--- src/rtl/reg_arbiter.sv ---
// Round-robin arbiter that shares the single register-mux port between several masters.
// One access is outstanding at a time. Commands are latched at grant, and an access that gets no downstream handshake is aborted.
module reg_arbiter #(
    parameter int  NUM_MSTRS = 2,
    parameter int  NUM_RGNS  = 4,
    parameter int  TIMEOUT   = 256,
    localparam int CHAN_W    = (NUM_RGNS > 1) ? $clog2(NUM_RGNS) : 1
) (
    input  logic                             sysClk_in,
    input  logic                             sysRstN_in,
    input  logic [NUM_MSTRS-1:0]             mstCmdValid_in,
    input  logic [NUM_MSTRS-1:0]             mstCmdWr_in,
    input  logic [NUM_MSTRS-1:0][CHAN_W-1:0] mstChan_in,
    input  logic [NUM_MSTRS-1:0][31:0]       mstWrData_in,
    output logic [NUM_MSTRS-1:0]             mstCmdReady_out,
    output logic [31:0]                      mstRdData_out,
    output logic [NUM_MSTRS-1:0]             mstRdValid_out,
    input  logic [NUM_MSTRS-1:0]             mstRdReady_in,
    output logic [CHAN_W-1:0]                cpuChan_out,
    output logic                             cpuWrValid_out,
    output logic [31:0]                      cpuWrData_out,
    input  logic                             cpuWrReady_in,
    input  logic [31:0]                      cpuRdData_in,
    input  logic                             cpuRdValid_in,
    output logic                             cpuRdReady_out,
    output logic                             busy_out,
    output logic                             timeout_out
);

    localparam int                IDX_W      = $clog2(NUM_MSTRS);
    localparam int                CNT_W      = (TIMEOUT > 1) ? $clog2(TIMEOUT) : 1;
    localparam logic [CNT_W-1:0]  TO_LAST    = CNT_W'((TIMEOUT > 0) ? TIMEOUT - 1 : 0);
    localparam logic [CHAN_W:0]   RGN_LIMIT  = (CHAN_W + 1)'(NUM_RGNS);
    localparam logic [IDX_W-1:0]  LAST_MSTR  = IDX_W'(NUM_MSTRS - 1);
    localparam logic [31:0]       ABORT_DATA = 32'hDEAD_BEEF;

    typedef enum logic [1:0] {
        ST_IDLE = 2'd0,
        ST_WR   = 2'd1,
        ST_RD   = 2'd2,
        ST_RSP  = 2'd3
    } state_t;

    state_t                 state_r;
    state_t                 state_s;
    logic [IDX_W-1:0]       rr_ptr_r;
    logic [IDX_W-1:0]       gnt_idx_r;
    logic [IDX_W-1:0]       arb_idx_s;
    logic [IDX_W-1:0]       cand_s;
    logic [IDX_W-1:0]       cur_idx_s;
    logic                   arb_found_s;
    logic                   chan_ok_s;
    logic                   expire_s;
    logic                   complete_s;
    logic                   abort_s;
    logic                   load_rd_s;
    logic [31:0]            load_data_s;
    logic [NUM_MSTRS-1:0]   cmd_ready_s;
    logic [NUM_MSTRS-1:0]   rd_valid_s;
    logic [CNT_W-1:0]       to_cnt_r;
    logic [CHAN_W-1:0]      chan_r;
    logic [31:0]            wr_data_r;
    logic [31:0]            rd_data_r;
    logic [NUM_MSTRS-1:0]   rd_valid_r;
    logic                   wr_valid_r;
    logic                   rd_ready_r;
    logic                   busy_r;
    logic                   timeout_r;

    // Round-robin search: first valid master at or after rr_ptr_r, wrapping.
    always_comb begin
        arb_found_s = 1'b0;
        arb_idx_s   = rr_ptr_r;
        cand_s      = rr_ptr_r;
        for (int k = 0; k < NUM_MSTRS; k++) begin
            cand_s      = IDX_W'((int'(rr_ptr_r) + k) % NUM_MSTRS);
            arb_idx_s   = (!arb_found_s && mstCmdValid_in[cand_s]) ? cand_s : arb_idx_s;
            arb_found_s = arb_found_s | mstCmdValid_in[cand_s];
        end
    end

    // Out-of-range regions are never presented to the register mux.
    assign chan_ok_s = ({1'b0, mstChan_in[arb_idx_s]} < RGN_LIMIT);
    assign expire_s  = (TIMEOUT != 0) && (to_cnt_r == TO_LAST);
    assign cur_idx_s = (state_r == ST_IDLE) ? arb_idx_s : gnt_idx_r;

    // FSM state register.
    always_ff @(posedge sysClk_in or negedge sysRstN_in) begin
        if (!sysRstN_in) begin
            state_r <= ST_IDLE;
        end else begin
            state_r <= state_s;
        end
    end

    // FSM next-state logic; a handshake in the expiry cycle takes priority over the abort.
    always_comb begin
        state_s = state_r;
        case (state_r)
            ST_IDLE: begin
                if (arb_found_s) begin
                    if (mstCmdWr_in[arb_idx_s]) begin
                        state_s = chan_ok_s ? ST_WR : ST_IDLE;
                    end else begin
                        state_s = chan_ok_s ? ST_RD : ST_RSP;
                    end
                end else begin
                    state_s = ST_IDLE;
                end
            end
            ST_WR:   state_s = (cpuWrReady_in || expire_s) ? ST_IDLE : ST_WR;
            ST_RD:   state_s = (cpuRdValid_in || expire_s) ? ST_RSP : ST_RD;
            ST_RSP:  state_s = mstRdReady_in[gnt_idx_r] ? ST_IDLE : ST_RSP;
            default: state_s = ST_IDLE;
        endcase
    end

    // FSM output and event decode.
    always_comb begin
        cmd_ready_s = '0;
        rd_valid_s  = '0;
        complete_s  = 1'b0;
        abort_s     = 1'b0;
        load_rd_s   = 1'b0;
        load_data_s = ABORT_DATA;
        case (state_r)
            ST_IDLE: begin
                if (arb_found_s && sysRstN_in) begin
                    cmd_ready_s[arb_idx_s] = 1'b1;
                    abort_s    = !chan_ok_s;
                    complete_s = !chan_ok_s && mstCmdWr_in[arb_idx_s];
                    load_rd_s  = !chan_ok_s && !mstCmdWr_in[arb_idx_s];
                end else begin
                    cmd_ready_s = '0;
                end
            end
            ST_WR: begin
                complete_s = cpuWrReady_in || expire_s;
                abort_s    = !cpuWrReady_in && expire_s;
            end
            ST_RD: begin
                load_rd_s   = cpuRdValid_in || expire_s;
                abort_s     = !cpuRdValid_in && expire_s;
                load_data_s = cpuRdValid_in ? cpuRdData_in : ABORT_DATA;
            end
            ST_RSP:  complete_s = mstRdReady_in[gnt_idx_r];
            default: complete_s = 1'b0;
        endcase
        if (state_s == ST_RSP) begin
            rd_valid_s[cur_idx_s] = 1'b1;
        end else begin
            rd_valid_s = '0;
        end
    end

    // Datapath, round-robin pointer, timeout counter and registered outputs.
    always_ff @(posedge sysClk_in or negedge sysRstN_in) begin
        if (!sysRstN_in) begin
            rr_ptr_r   <= '0;
            gnt_idx_r  <= '0;
            to_cnt_r   <= '0;
            chan_r     <= '0;
            wr_data_r  <= 32'h0000_0000;
            rd_data_r  <= 32'h0000_0000;
            rd_valid_r <= '0;
            wr_valid_r <= 1'b0;
            rd_ready_r <= 1'b0;
            busy_r     <= 1'b0;
            timeout_r  <= 1'b0;
        end else begin
            to_cnt_r <= (((state_r == ST_WR) || (state_r == ST_RD)) && (state_s == state_r))
                        ? to_cnt_r + CNT_W'(1) : '0;
            if ((state_r == ST_IDLE) && arb_found_s) begin
                gnt_idx_r <= arb_idx_s;
            end
            if ((state_r == ST_IDLE) && arb_found_s && chan_ok_s) begin
                chan_r    <= mstChan_in[arb_idx_s];
                wr_data_r <= mstWrData_in[arb_idx_s];
            end
            if (load_rd_s) begin
                rd_data_r <= load_data_s;
            end
            if (complete_s) begin
                rr_ptr_r <= (cur_idx_s == LAST_MSTR) ? '0 : cur_idx_s + IDX_W'(1);
            end
            rd_valid_r <= rd_valid_s;
            wr_valid_r <= (state_s == ST_WR);
            rd_ready_r <= (state_s == ST_RD);
            busy_r     <= (state_s != ST_IDLE);
            timeout_r  <= abort_s;
        end
    end

    assign mstCmdReady_out = cmd_ready_s;
    assign mstRdData_out   = rd_data_r;
    assign mstRdValid_out  = rd_valid_r;
    assign cpuChan_out     = chan_r;
    assign cpuWrValid_out  = wr_valid_r;
    assign cpuWrData_out   = wr_data_r;
    assign cpuRdReady_out  = rd_ready_r;
    assign busy_out        = busy_r;
    assign timeout_out     = timeout_r;

endmodule
--- config.mk ---
export PLATFORM = sky130hd
export DESIGN_NAME = reg_arbiter
export DESIGN_NICKNAME = d
export VERILOG_FILES = /design/src/rtl/reg_arbiter.sv
export SDC_FILE = /design/constraint.sdc
export NUM_CORES = 1
export LEC_CHECK = 0
export CORE_ASPECT_RATIO = 1.4
export CORE_UTILIZATION = 35
export CTS_BUF_LIST = sky130_fd_sc_hd__clkbuf_8
export CTS_CLUSTER_SIZE = 10
export DETAILED_ROUTE_END_ITERATION = 8
export PLACE_DENSITY_LB_ADDON = 0.05
export SLEW_MARGIN = 20
export SYNTH_ARGS = -nofsm -noshare
export SYNTH_HDL_FRONTEND = slang
export SYNTH_SLANG_ARGS = --single-unit
--- constraint.sdc ---
create_clock -name sysClk_in -period 1.8 [get_ports sysClk_in]
set_input_delay 0.36 -clock sysClk_in [delete_from_list [all_inputs] [get_ports sysClk_in]]
set_output_delay 0.36 -clock sysClk_in [all_outputs]
set_load 0.05 [all_outputs]
# Yosys cells after proc, flatten, opt, wreduce, memory -nomap -nowiden
# Cells that the tools add are included.
classes:
  n_mux: 34
  order_cmp: 7
  n_eq_ne: 8
  n_bitwise: 1
  reduce_logical: 16
  add_sub_neg: 3
op_table:
  columns: ["cell", "n"]
  rows:
  - ["32-bit two-way mux", 4]
  - ["1-bit two-way mux", 16]
  - ["2-bit two-way mux", 8]
  - ["1-bit by 2-bit < comparator with 1-bit output (second input constant)", 5]
  - ["8-bit by 1-bit adder with 8-bit output (second input constant)", 1]
  - ["2-bit == test (second input constant)", 4]
  - ["8-bit == test (second input constant)", 1]
  - ["1-bit logical AND", 8]
  - ["8-bit two-way mux", 1]
  - ["2-bit one-hot mux with 4 select lines", 1]
  - ["2-bit by 1-bit == test with 1-bit output (second input constant)", 2]
  - ["1-bit one-hot mux with 2 select lines", 2]
  - ["1-bit logical NOT", 3]
  - ["1-bit logical OR", 3]
  - ["1-bit adder (second input constant)", 2]
  - ["1-bit demux with 1-bit select", 2]
  - ["2-bit == test", 1]
  - ["1-bit greater-or-equal comparator (second input constant)", 2]
  - ["2-bit logical NOT", 1]
  - ["2-bit nonzero test", 1]
  - ["1-bit bitwise OR", 1]
word_totals:
  reg_bits: 84
  word_cells: 81

# Longest topological paths before layout
# Gate-level depths: netlist of run 1.
logic_depth:
  word_depth: 13
  ltp_mapped: 8
  mapped_depth_nobuf: 7

# Worst setup path before layout of run 1
# No wires, ideal clock.
synth_timing:
  kind: "reg-to-output"
  start: "register state_r[0]"
  end: "output port mstCmdReady_out[0]"
  path_stages_with_launch: 6
  n_path_buf: 1
  path_slack_ps: -811
  t_arrival_ps: 2251
  cell_sequence: "dfrtp_1 inv_1 ha_1 o21ai_1 clkbuf_1 nor3b_1"
synth_via:
  elab_chain_len: 2
synth_lines:
  columns: ["element", "line_no", "text"]
  rows:
  - ["from (decl)", "44", "state_t state_r;"]
  - ["from (signal assigned)", "92", "state_r <= state_s;"]
  - ["2-bit logical NOT", "126", "case (state_r)"]
  - ["2-bit two-way mux", "126", null]
  - ["to (decl)", "15", "output logic [NUM_MSTRS-1:0] mstCmdReady_out,"]
# No other way between the ends.

# Worst setup path in the final report of run 1
layout_timing:
  start: "input port mstCmdValid_in[0]"
  end: "output port mstCmdReady_out[1]"
layout_via:
  elab_chain_len: 11
  word_cells_on_any_way: 16
layout_lines:
  columns: ["element", "line_no", "text"]
  rows:
  - ["from (decl)", "11", "input logic [NUM_MSTRS-1:0] mstCmdValid_in,"]
  - ["1-bit two-way mux (not written as such) (2 in series)", "78", "arb_found_s = arb_found_s | mstCmdValid_in[cand_s];"]
  - ["1-bit logical NOT", "77", "arb_idx_s = (!arb_found_s && mstCmdValid_in[cand_s]) ? cand_s : arb_idx_s;"]
  - ["1-bit logical AND", "77", null]
  - ["1-bit two-way mux", "77", null]
  - ["1-bit by 2-bit < comparator with 1-bit output (not written as such) / 1-bit greater-or-equal comparator (equally long branches)", "129", "cmd_ready_s[arb_idx_s] = 1'b1;"]
  - ["1-bit logical AND (not written as such)", "129", null]
  - ["1-bit two-way mux (not written as such)", "129", null]
  - ["1-bit demux with 1-bit select", "129", null]
  - ["2-bit two-way mux *", "128", "if (arb_found_s && sysRstN_in) begin"]
  - ["2-bit two-way mux *", "126", null]
# Every way passes the cells marked *; elsewhere a longest branch is shown, timed or not. The select of a mux whose other input is x is not followed.

==> reports/qor.txt, run 1 <==
Sw Pwr: 5480 µW
row cnt: 43
first-pass GRT wire length: 15800 µm
relative slew slack: 44.3%
Final nets: 643
R2R Setup Slk: -0.02 ns
Seq pwr share: 27.9%
period utilization: 106%
fin area: 0.00592 mm²
critical path's slowest cell: clkdlybuf4s50_1
Data arrival, critical path: 1.55 ns
number of clock sinks: 84
HP Class: in -> async
die height: 123 µm
synth-to-layout area growth: 61.8%
minimum clock period: 1.91 ns
Initial Utilization: 36.5%
Filler Cells Inserted: 924
Clock transition at path regs: 0.08 ns
Crit path max-delay family: buffers and inverters
Switching Share: 49.1%
combinational power share: 61.9%
Fmax achieved: 523 MHz
I/O Buffers: 183
Core ar.: 0.0100 mm²
deepest clock path buffer count: 2
GR Overflow Total: 0
register bit total from synthesis: 84
Avg Vias per Cell: 4.76
Setup TNS: -0.237 ns
worst setup path start: mstCmdValid_in[0]
final setup fails: 3
layout cell share with drive strength beyond 1: 25.4%
Synth Net Count: 434
IO Count: 184
failing checks: negative setup slack
critical path endpoint category: primary output
worst slack, placed: -0.453 ns
Ys Warns: 0
worst-margin pin slew: 0.835 ns
drt total wl: 9820 µm
clock skew: 0.00839 ns
Int Pwr: 5690 µW
routed vias: 3170
Root Driver: clkbuf_8
max-cap violations: 0
initial antenna violation count: 0
WHS: 0.251 ns
Slew Viols, Final: 0
worst-path cell chain: clkdlybuf4s50_1 -> buf_4 -> o21ai_4 -> inv_2 -> and3_4 -> buf_12
Cell variety after synth: 34
PD cells: 1890 mW/mm²
VDD IR max: 0.000937 V
Cell Area, Synth: 0.00366 mm²
vias in the first global route: 3263
outcome: finished, violations left
Clock Power Share: 10.2%
drt initial violations: 92
# DRC: 0
Antenna Violating Nets Remaining: 0
n_diodes: 0
Worst Slack Setup Final: -0.112 ns
final hold violation count: 0
critical-path maximum fanout: 4
clk_lat worst skew: 0.35 ns
Global Route Usage Sum: 19.4%
sequential area share after synthesis: 57.5%
Syn Area/Cell: 11.5 µm²
first drt pass iteration count: 4
DPL Wire Length: 7470 µm
GPL Wtd Cong: 0.787
Setup CP Type: in -> out
largest net degree at the start of global routing: 66
Startpoint Class: primary input
Placed Area: 0.00567 mm²
htree depth: 3
RSZ-0062 raised after global routing: true
area of the die: 0.0109 mm²
Syn Inst Count: 318
Critical Path RT: 1.44 ns
Critical Path Max Stage Delay: 0.43 ns
drt wl/cell: 14.7 µm
RR Startpoint: state_r[0]$_DFF_PN0_
total CTS buffers: 9
WP buf/inv: 4
LEAKAGE: 0.00272 µW
CTS tree: built
Die X: 88.4 µm
==> worst reg2reg max path, stage by stage, from the launching register on <==
cell and delay, ns:
dfrtp_1 0.39, inv_2 0.07, buf_6 0.11, ha_1 0.21
inv_1 0.05, a31oi_1 0.27, a32oi_4 0.10, xnor2_2 0.15
buf_4 0.16, nor4b_2 0.23
==> power groups by stage <==
| stage | logic [µW] | clock network [µW] | registers [µW] |
|---|---|---|---|
| 6_report | 6920 | 1140 | 3120 |
| 5_1_grt | 7350 | 1260 | 3230 |
| 4_1_cts | 6990 | 1180 | 3130 |
| 3_5_place_dp | 6820 | 0 | 3160 |
| 3_3_place_gp | 6760 | 0 | 3130 |
| 2_1_floorplan | 1890 | 0 | 5690 |
==> cell usage after synthesis <==
library cell | instances | share of area (%)
a21oi_1 | 1 | 0.14
nand2_1 | 45 | 4.6
and2_1 | 2 | 0.34
nor3b_1 | 1 | 0.21
dfrtp_1 | 84 | 57
mux2_2 | 2 | 0.62
nand4_1 | 3 | 0.51
o211ai_1 | 1 | 0.21
a31oi_1 | 1 | 0.17
xor2_1 | 2 | 0.48
o21a_1 | 1 | 0.21
nor2_1 | 6 | 0.62
a32oi_4 | 1 | 0.75
and3_1 | 3 | 0.51
clkbuf_1 | 11 | 1.1
o21ai_1 | 7 | 0.96
buf_6 | 1 | 0.31
o2111a_1 | 1 | 0.31
inv_1 | 7 | 0.72
a32o_1 | 1 | 0.27
nor3_1 | 7 | 0.96
xnor2_2 | 1 | 0.45
nand3b_1 | 2 | 0.41
nand2b_1 | 2 | 0.34
ha_1 | 6 | 2.1
buf_1 | 2 | 0.21
o21ai_0 | 32 | 4.4
nor4b_2 | 1 | 0.41
nand3_1 | 7 | 0.96
a22o_1 | 8 | 1.9
xnor2_1 | 5 | 1.2
mux2i_1 | 36 | 9.9
o22a_1 | 24 | 5.7
buf_2 | 4 | 0.55
==> final cells by class <==
class / instances / area [µm²] / area share [%]
Sequential cell: 84 / 2100 / 35.5
Clock inverter: 6 / 33.8 / 0.571
Tap cell: 135 / 169 / 2.85
Multi-Input combinational cell: 209 / 1510 / 25.5
Clock buffer: 9 / 124 / 2.09
Timing Repair Buffer: 216 / 1950 / 33.0
Inverter: 7 / 26.3 / 0.444
==> placed cells by master, fill, tap and decap left out, drive strengths merged <==
cell           count
clkdlybuf4s50    107
buf              106
dfrtp             84
nand2             45
o21ai             39
mux2i             36
o22a              24
clkbuf             9
a22o               8
inv                8
nand3              7
nor3               7
nor2               6
xnor2              6
ha                 6
nand4              3
clkinv             3
and3               3
nand2b             2
nand3b             2
xor2               2
and2               2
mux2               2
clkinvlp           2
dlygate4sd3        2
o21a               1
a21oi              1
o211ai             1
a31oi              1
a32oi              1
a32o               1
nor3b              1
nor4b              1
o2111a             1
dlygate4sd2        1
==> state kept, by name (all words and copies together), names as in the netlist, 2 cells and up <==
signal and cells:
mstRdData_out 32, cpuChan_out 2, state_r 2, mstRdValid_out 2, cpuWrData_out 32, to_cnt_r 8
==> worst paths after layout <==
path / to / depth (start not counted)
max: mstCmdReady_out[1] / 6
min: mstRdData_out[26]$_DFFE_PN0P_ / 2
max reg2reg: to_cnt_r[0]$_DFF_PN0_ / 9
min reg2reg: cpuWrData_out[5]$_DFFE_PN0P_ / 2
max in group asynchronous: cpuWrData_out[29]$_DFFE_PN0P_ / 3
min in group sysClk_in: cpuWrData_out[5]$_DFFE_PN0P_ / 2
==> what timing repair did <==
item | CTS | global route
setup endpoints to repair | 10 | 34
hold endpoints to repair | 4 | 0
setup buffers | 4 | 1
gates resized for setup | 9 | 1
gates cloned | 0 | 0
hold buffers | 2 | 0
pin swaps | 3 | 0
==> kinds of logic (layout without fill, tap and decap cells) <==
logic type / after synthesis / in the layout / share of synthesized area, %
XOR/XNOR: 8 / 8 / 2.12
AND/OR/NAND/NOR: 79 / 79 / 9.89
buffers and inverters: 25 / 238 / 2.91
multiplexers: 38 / 38 / 10.5
adder cells (fa/ha/maj): 6 / 6 / 2.05
AO/OA/AOI/OAI: 78 / 78 / 15.1
flip-flops: 84 / 84 / 57.5
==> metrics by stage <==
stage	std cells	utilization [%]	power [µW]
floorplan	318	-	7580
global placement	644	56.7	9890
detailed placement	644	56.7	9980
CTS	665	59.0	11300
global route	666	59.1	11800
finish	666	59.1	11200
==> per-layer routing <==
layer / part of all wire (%) / vias to the layer above / track usage [%]
met5: 0 / - / 0
met4: 2.0 / 0 / 7.86
met3: 5.6 / 16 / 4.67
met2: 56 / 101 / 36.1
met1: 36 / 1504 / 20.5
li1: - / 1549 / -
Power figures use the tool's default switching activity.
==> run 2: changes to the inputs <==
==> constraint.sdc (replaced) <==
create_clock -name sysClk_in -period 1.9 [get_ports sysClk_in]
set_input_delay 0.38 -clock sysClk_in [delete_from_list [all_inputs] [get_ports sysClk_in]]
set_output_delay 0.38 -clock sysClk_in [all_outputs]
set_load 0.05 [all_outputs]
==> reports/qor.txt, run 2 (same netlist as run 1, synthesis figures left out) <==
GR Overflow Total: 0
commonest non-fill, non-tap cell in the layout: clkdlybuf4s50_1
deepest clock path buffer count: 2
max-cap violations: 0
DPL Wire Length: 7230 µm
htree depth: 3
area of the die: 0.0109 mm²
LEAKAGE: 0.00275 µW
CTS tree: built
Avg Vias per Cell: 4.80
# DRC: 0
Final nets: 639
layout cell share with drive strength beyond 1: 18.8%
Startpoint Class: register
drt total wl: 9710 µm
final cell count without fillers: 664
Finished Core Util: 60.2%
HP Class: in -> async
clk_lat worst skew: 0.36 ns
most frequent cells in the layout: 106 x clkdlybuf4s50_1, 84 x dfrtp_1, 58 x buf_4, 45 x nand2_1, 42 x dlygate4sd2_1
relative slew slack: 49.8%
Die X: 88.4 µm
initial antenna violation count: 1
GPL Wtd Cong: 0.762
I/O Buffers: 183
PD cells: 1790 mW/mm²
first drt pass iteration count: 4
Slew Viols, Final: 0
clock skew: 0.00961 ns
die height: 123 µm
RSZ-0062 raised after global routing: true
Filler Cells Inserted: 890
final setup fails: 1
VDD IR max: 0.000909 V
first-pass GRT wire length: 15300 µm
total CTS buffers: 9
Total Power: 10800 µW
minimum clock period: 1.91 ns
IO Count: 184
Critical Path RT: 1.52 ns
period utilization: 100%
row cnt: 43
Core ar.: 0.0100 mm²
critical path endpoint category: primary output
routed vias: 3189
Setup CP Type: reg -> out
dpl cells: 642
worst slack, placed: -0.200 ns
final hold violation count: 0
Clock transition at path regs: 0.08 ns
Antenna Violating Nets Remaining: 0
Data arrival, critical path: 1.53 ns
Root Driver: clkbuf_8
synth-to-layout area growth: 64.7%
Initial Utilization: 36.5%
Fmax achieved: 524 MHz
worst-margin pin slew: 0.752 ns
drt wl/cell: 14.6 µm
failing checks: negative setup slack
Global Route Usage Sum: 18.8%
vias in the first global route: 3222
number of clock sinks: 84
drt initial violations: 74
largest net degree at the start of global routing: 69
critical-path maximum fanout: 4
Worst Slack Setup Final: -0.00799 ns
outcome: finished, violations left
run 2: per-layer routing:
layer / routed length, µm / vias to the layer above / track usage [%] / share of wire [%]
li1: - / 1543 / - / -
met1: 3650 / 1513 / 20.9 / 38
met2: 5260 / 114 / 33.4 / 54
met3: 565 / 19 / 4.07 / 5.8
met4: 239 / 0 / 9.48 / 2.5
met5: 0 / - / 0 / 0
run 2: final timing paths:
check	startpoint	to	slack, ns	cells past startpoint
worst min register to register	cpuWrData_out[10]$_DFFE_PN0P_	cpuWrData_out[10]$_DFFE_PN0P_	0.48	2
min in group sysClk_in	cpuWrData_out[10]$_DFFE_PN0P_	cpuWrData_out[10]$_DFFE_PN0P_	0.48	2
worst min-delay path	sysRstN_in	state_r[0]$_DFF_PN0_	0.06	2
worst max register to register	state_r[0]$_DFF_PN0_	to_cnt_r[0]$_DFF_PN0_	0.01	8
worst max-delay path	state_r[0]$_DFF_PN0_	mstCmdReady_out[0]	-0.008	5
max in group asynchronous	sysRstN_in	cpuWrData_out[31]$_DFFE_PN0P_	1.14	2
run 2: power by group:
group	total (µW)	switching (µW)	internal, µW
logic	6520	4280	2240
clock network	1340	658	681
registers	2940	390	2550
run 2: cell type report:
type	instances	area [µm²]	share of cell area, %
Tap cell	135	169	2.80
Timing Repair Buffer	212	1960	32.5
Antenna cell	1	2.50	0.0416
Clock inverter	5	60.1	0.997
Inverter	7	26.3	0.436
Multi-Input combinational cell	209	1550	25.8
Clock buffer	11	151	2.51
Sequential cell	84	2100	34.9
run 2: what timing repair did:
action                                  4_1_cts  5_1_grt
hold endpoints to repair                      5        0
pin swaps                                     4        3
buffers inserted                              3        1
gates resized for setup                      49       10
hold buffers                                  1        0
endpoints found under the setup margin       42       10
run 2: critical path, stage by stage (launching register included):
cell     delay [ns]
dfrtp_1        0.40
inv_2          0.13
ha_4           0.17
o21ai_4        0.07
nor3b_4        0.21
buf_6          0.19
run 2: metrics by stage:
step	area (µm²)	hold WS, ns	TNS [ns]
6_report	6020	0.0587	-0.00799
5_1_grt	6020	0.0741	-0.164
4_1_cts	5960	0.0531	-0.0181
3_5_place_dp	5740	0.218	-6.49
3_3_place_gp	5740	0.223	-4.87
2_1_floorplan	3670	0.0844	-0.00561
==> run 3: changes to the inputs <==
--- a/config.mk
+++ b/config.mk
@@ -11,6 +11,7 @@
 export CTS_CLUSTER_SIZE = 10
 export DETAILED_ROUTE_END_ITERATION = 8
 export PLACE_DENSITY_LB_ADDON = 0.05
+export SKIP_CTS_REPAIR_TIMING = 1
 export SLEW_MARGIN = 20
 export SYNTH_ARGS = -nofsm -noshare
 export SYNTH_HDL_FRONTEND = slang
==> constraint.sdc (replaced) <==
create_clock -name sysClk_in -period 1.9 [get_ports sysClk_in]
set_input_delay 0.19 -clock sysClk_in [delete_from_list [all_inputs] [get_ports sysClk_in]]
set_output_delay 0.19 -clock sysClk_in [all_outputs]
set_load 0.05 [all_outputs]
==> reports/qor.txt, run 3 (same netlist as run 1, synthesis figures left out) <==
Setup TNS: 0 ns
Final nets: 637
RSZ-0062 raised after global routing: true
number of clock sinks: 84
total CTS buffers: 9
layout cell share with drive strength beyond 1: 11.8%
critical-path maximum fanout: 4
relative slew slack: 63.7%
Startpoint Class: register
clock skew: 0.0159 ns
drt wl/cell: 14.9 µm
Clock Power Share: 11.0%
I/O Buffers: 183
combinational power share: 62.2%
Die X: 88.4 µm
vias in the first global route: 3144
Setup CP Type: reg -> out
die height: 123 µm
initial antenna violation count: 0
drt initial violations: 69
Antenna Violating Nets Remaining: 0
HP Class: in -> async
GR Overflow Total: 0
final setup fails: 0
first-pass GRT wire length: 15300 µm
Slew Viols, Final: 0
worst-margin pin slew: 0.543 ns
deepest clock path buffer count: 2
worst-path cell chain: inv_2 -> buf_6 -> ha_4 -> o21ai_4 -> inv_1 -> and3_4 -> buf_12
n_diodes: 0
Critical Path RT: 1.71 ns
Seq pwr share: 26.8%
GPL Wtd Cong: 0.744
area of the die: 0.0109 mm²
most frequent cells in the layout: 180 x clkdlybuf4s50_1, 84 x dfrtp_1, 43 x nand2_1, 36 x mux2i_1, 32 x o21ai_0
Critical Path Max Stage Delay: 0.41 ns
routed vias: 3139
drt total wl: 9800 µm
largest net degree at the start of global routing: 81
Core ar.: 0.0100 mm²
R2R Setup Slk: 0.08 ns
VDD IR max: 0.000970 V
DPL Wire Length: 7300 µm
Finished Core Util: 61.3%
critical path's slowest cell: dfrtp_1
IO Count: 184
period utilization: 97.9%
Avg Vias per Cell: 4.76
Filler Cells Inserted: 874
# DRC: 0
Initial Utilization: 36.5%
max-cap violations: 0
minimum clock period: 1.86 ns
Data arrival, critical path: 1.67 ns
clk_lat worst skew: 0.36 ns
Sw Pwr: 5250 µW
Clock transition at path regs: 0.08 ns
Fmax achieved: 538 MHz
row cnt: 43
PD cells: 1800 mW/mm²
LEAKAGE: 0.00264 µW
commonest non-fill, non-tap cell in the layout: clkdlybuf4s50_1
critical path endpoint category: primary output
first drt pass iteration count: 4
outcome: finished, final reports clean
Crit path max-delay family: buffers and inverters
Switching Share: 47.6%
Int Pwr: 5770 µW
WP buf/inv: 4
Global Route Usage Sum: 18.9%
Root Driver: clkbuf_8
WHS: 0.200 ns
final hold violation count: 0
htree depth: 3
CTS tree: built
synth-to-layout area growth: 67.8%
run 3: cell count changes in the layout (fill, tap and decap cells not counted), moves of 2 or more:
cell / change
buf_12: +2
buf_4: -37
nor3_1: +4
inv_1: +3
dlygate4sd2_1: -42
clkdlybuf4s50_1: +74
nand2_2: +2
nor3_2: -3
clkbuf_8: -2
nand2_1: -2
run 3: power groups by stage:
stage	Clock [µW]	Sequential (µW)	Combinational, µW
6_report	1220	2950	6860
5_1_grt	1340	3050	7260
4_1_cts	1260	2950	6650
3_5_place_dp	0	2980	6640
3_3_place_gp	0	2950	6580
2_1_floorplan	0	5390	1790
run 3: path summary, 6_finish.rpt:
path	start	endpoint	cells after the start
min in group sysClk_in	cpuRdData_in[8]	mstRdData_out[8]$_DFFE_PN0P_	2
max in group asynchronous	sysRstN_in	state_r[0]$_DFF_PN0_	3
hold reg to reg	cpuWrData_out[3]$_DFFE_PN0P_	cpuWrData_out[3]$_DFFE_PN0P_	2
hold / removal	sysRstN_in	cpuWrData_out[29]$_DFFE_PN0P_	2
setup / recovery	state_r[0]$_DFF_PN0_	mstCmdReady_out[1]	7
setup reg to reg	state_r[0]$_DFF_PN0_	to_cnt_r[0]$_DFF_PN0_	7
run 3: routing by layer:
layer	GRT usage, %	part of all wire [%]	vias up
li1	-	-	1535
met1	21.3	37	1494
met2	33.1	55	100
met3	5.61	6.5	10
met4	7.06	1.4	0
met5	0	0	-
run 3: per-stage QoR:
step                worst slack, ns  area (µm²)  power [µW]  instances
floorplan                    0.0516        3670        7180        318
global placement            -0.0334        5810        9530        636
detailed placement           -0.111        5810        9610        636
CTS                          -0.140        5990       10900        651
global route                -0.0484        6130       11600        660
finish                       0.0396        6130       11000        660
run 3: area by class of cell:
| cell class | instances | area (µm²) | share of cell area, % |
|---|---|---|---|
| tap | 135 | 169 | 2.75 |
| clock buffer | 9 | 124 | 2.02 |
| timing repair buffer | 210 | 2100 | 34.3 |
| inverter | 7 | 26.3 | 0.428 |
| clock inverter | 6 | 58.8 | 0.959 |
| multi-input combinational | 209 | 1550 | 25.3 |
| sequential | 84 | 2100 | 34.3 |
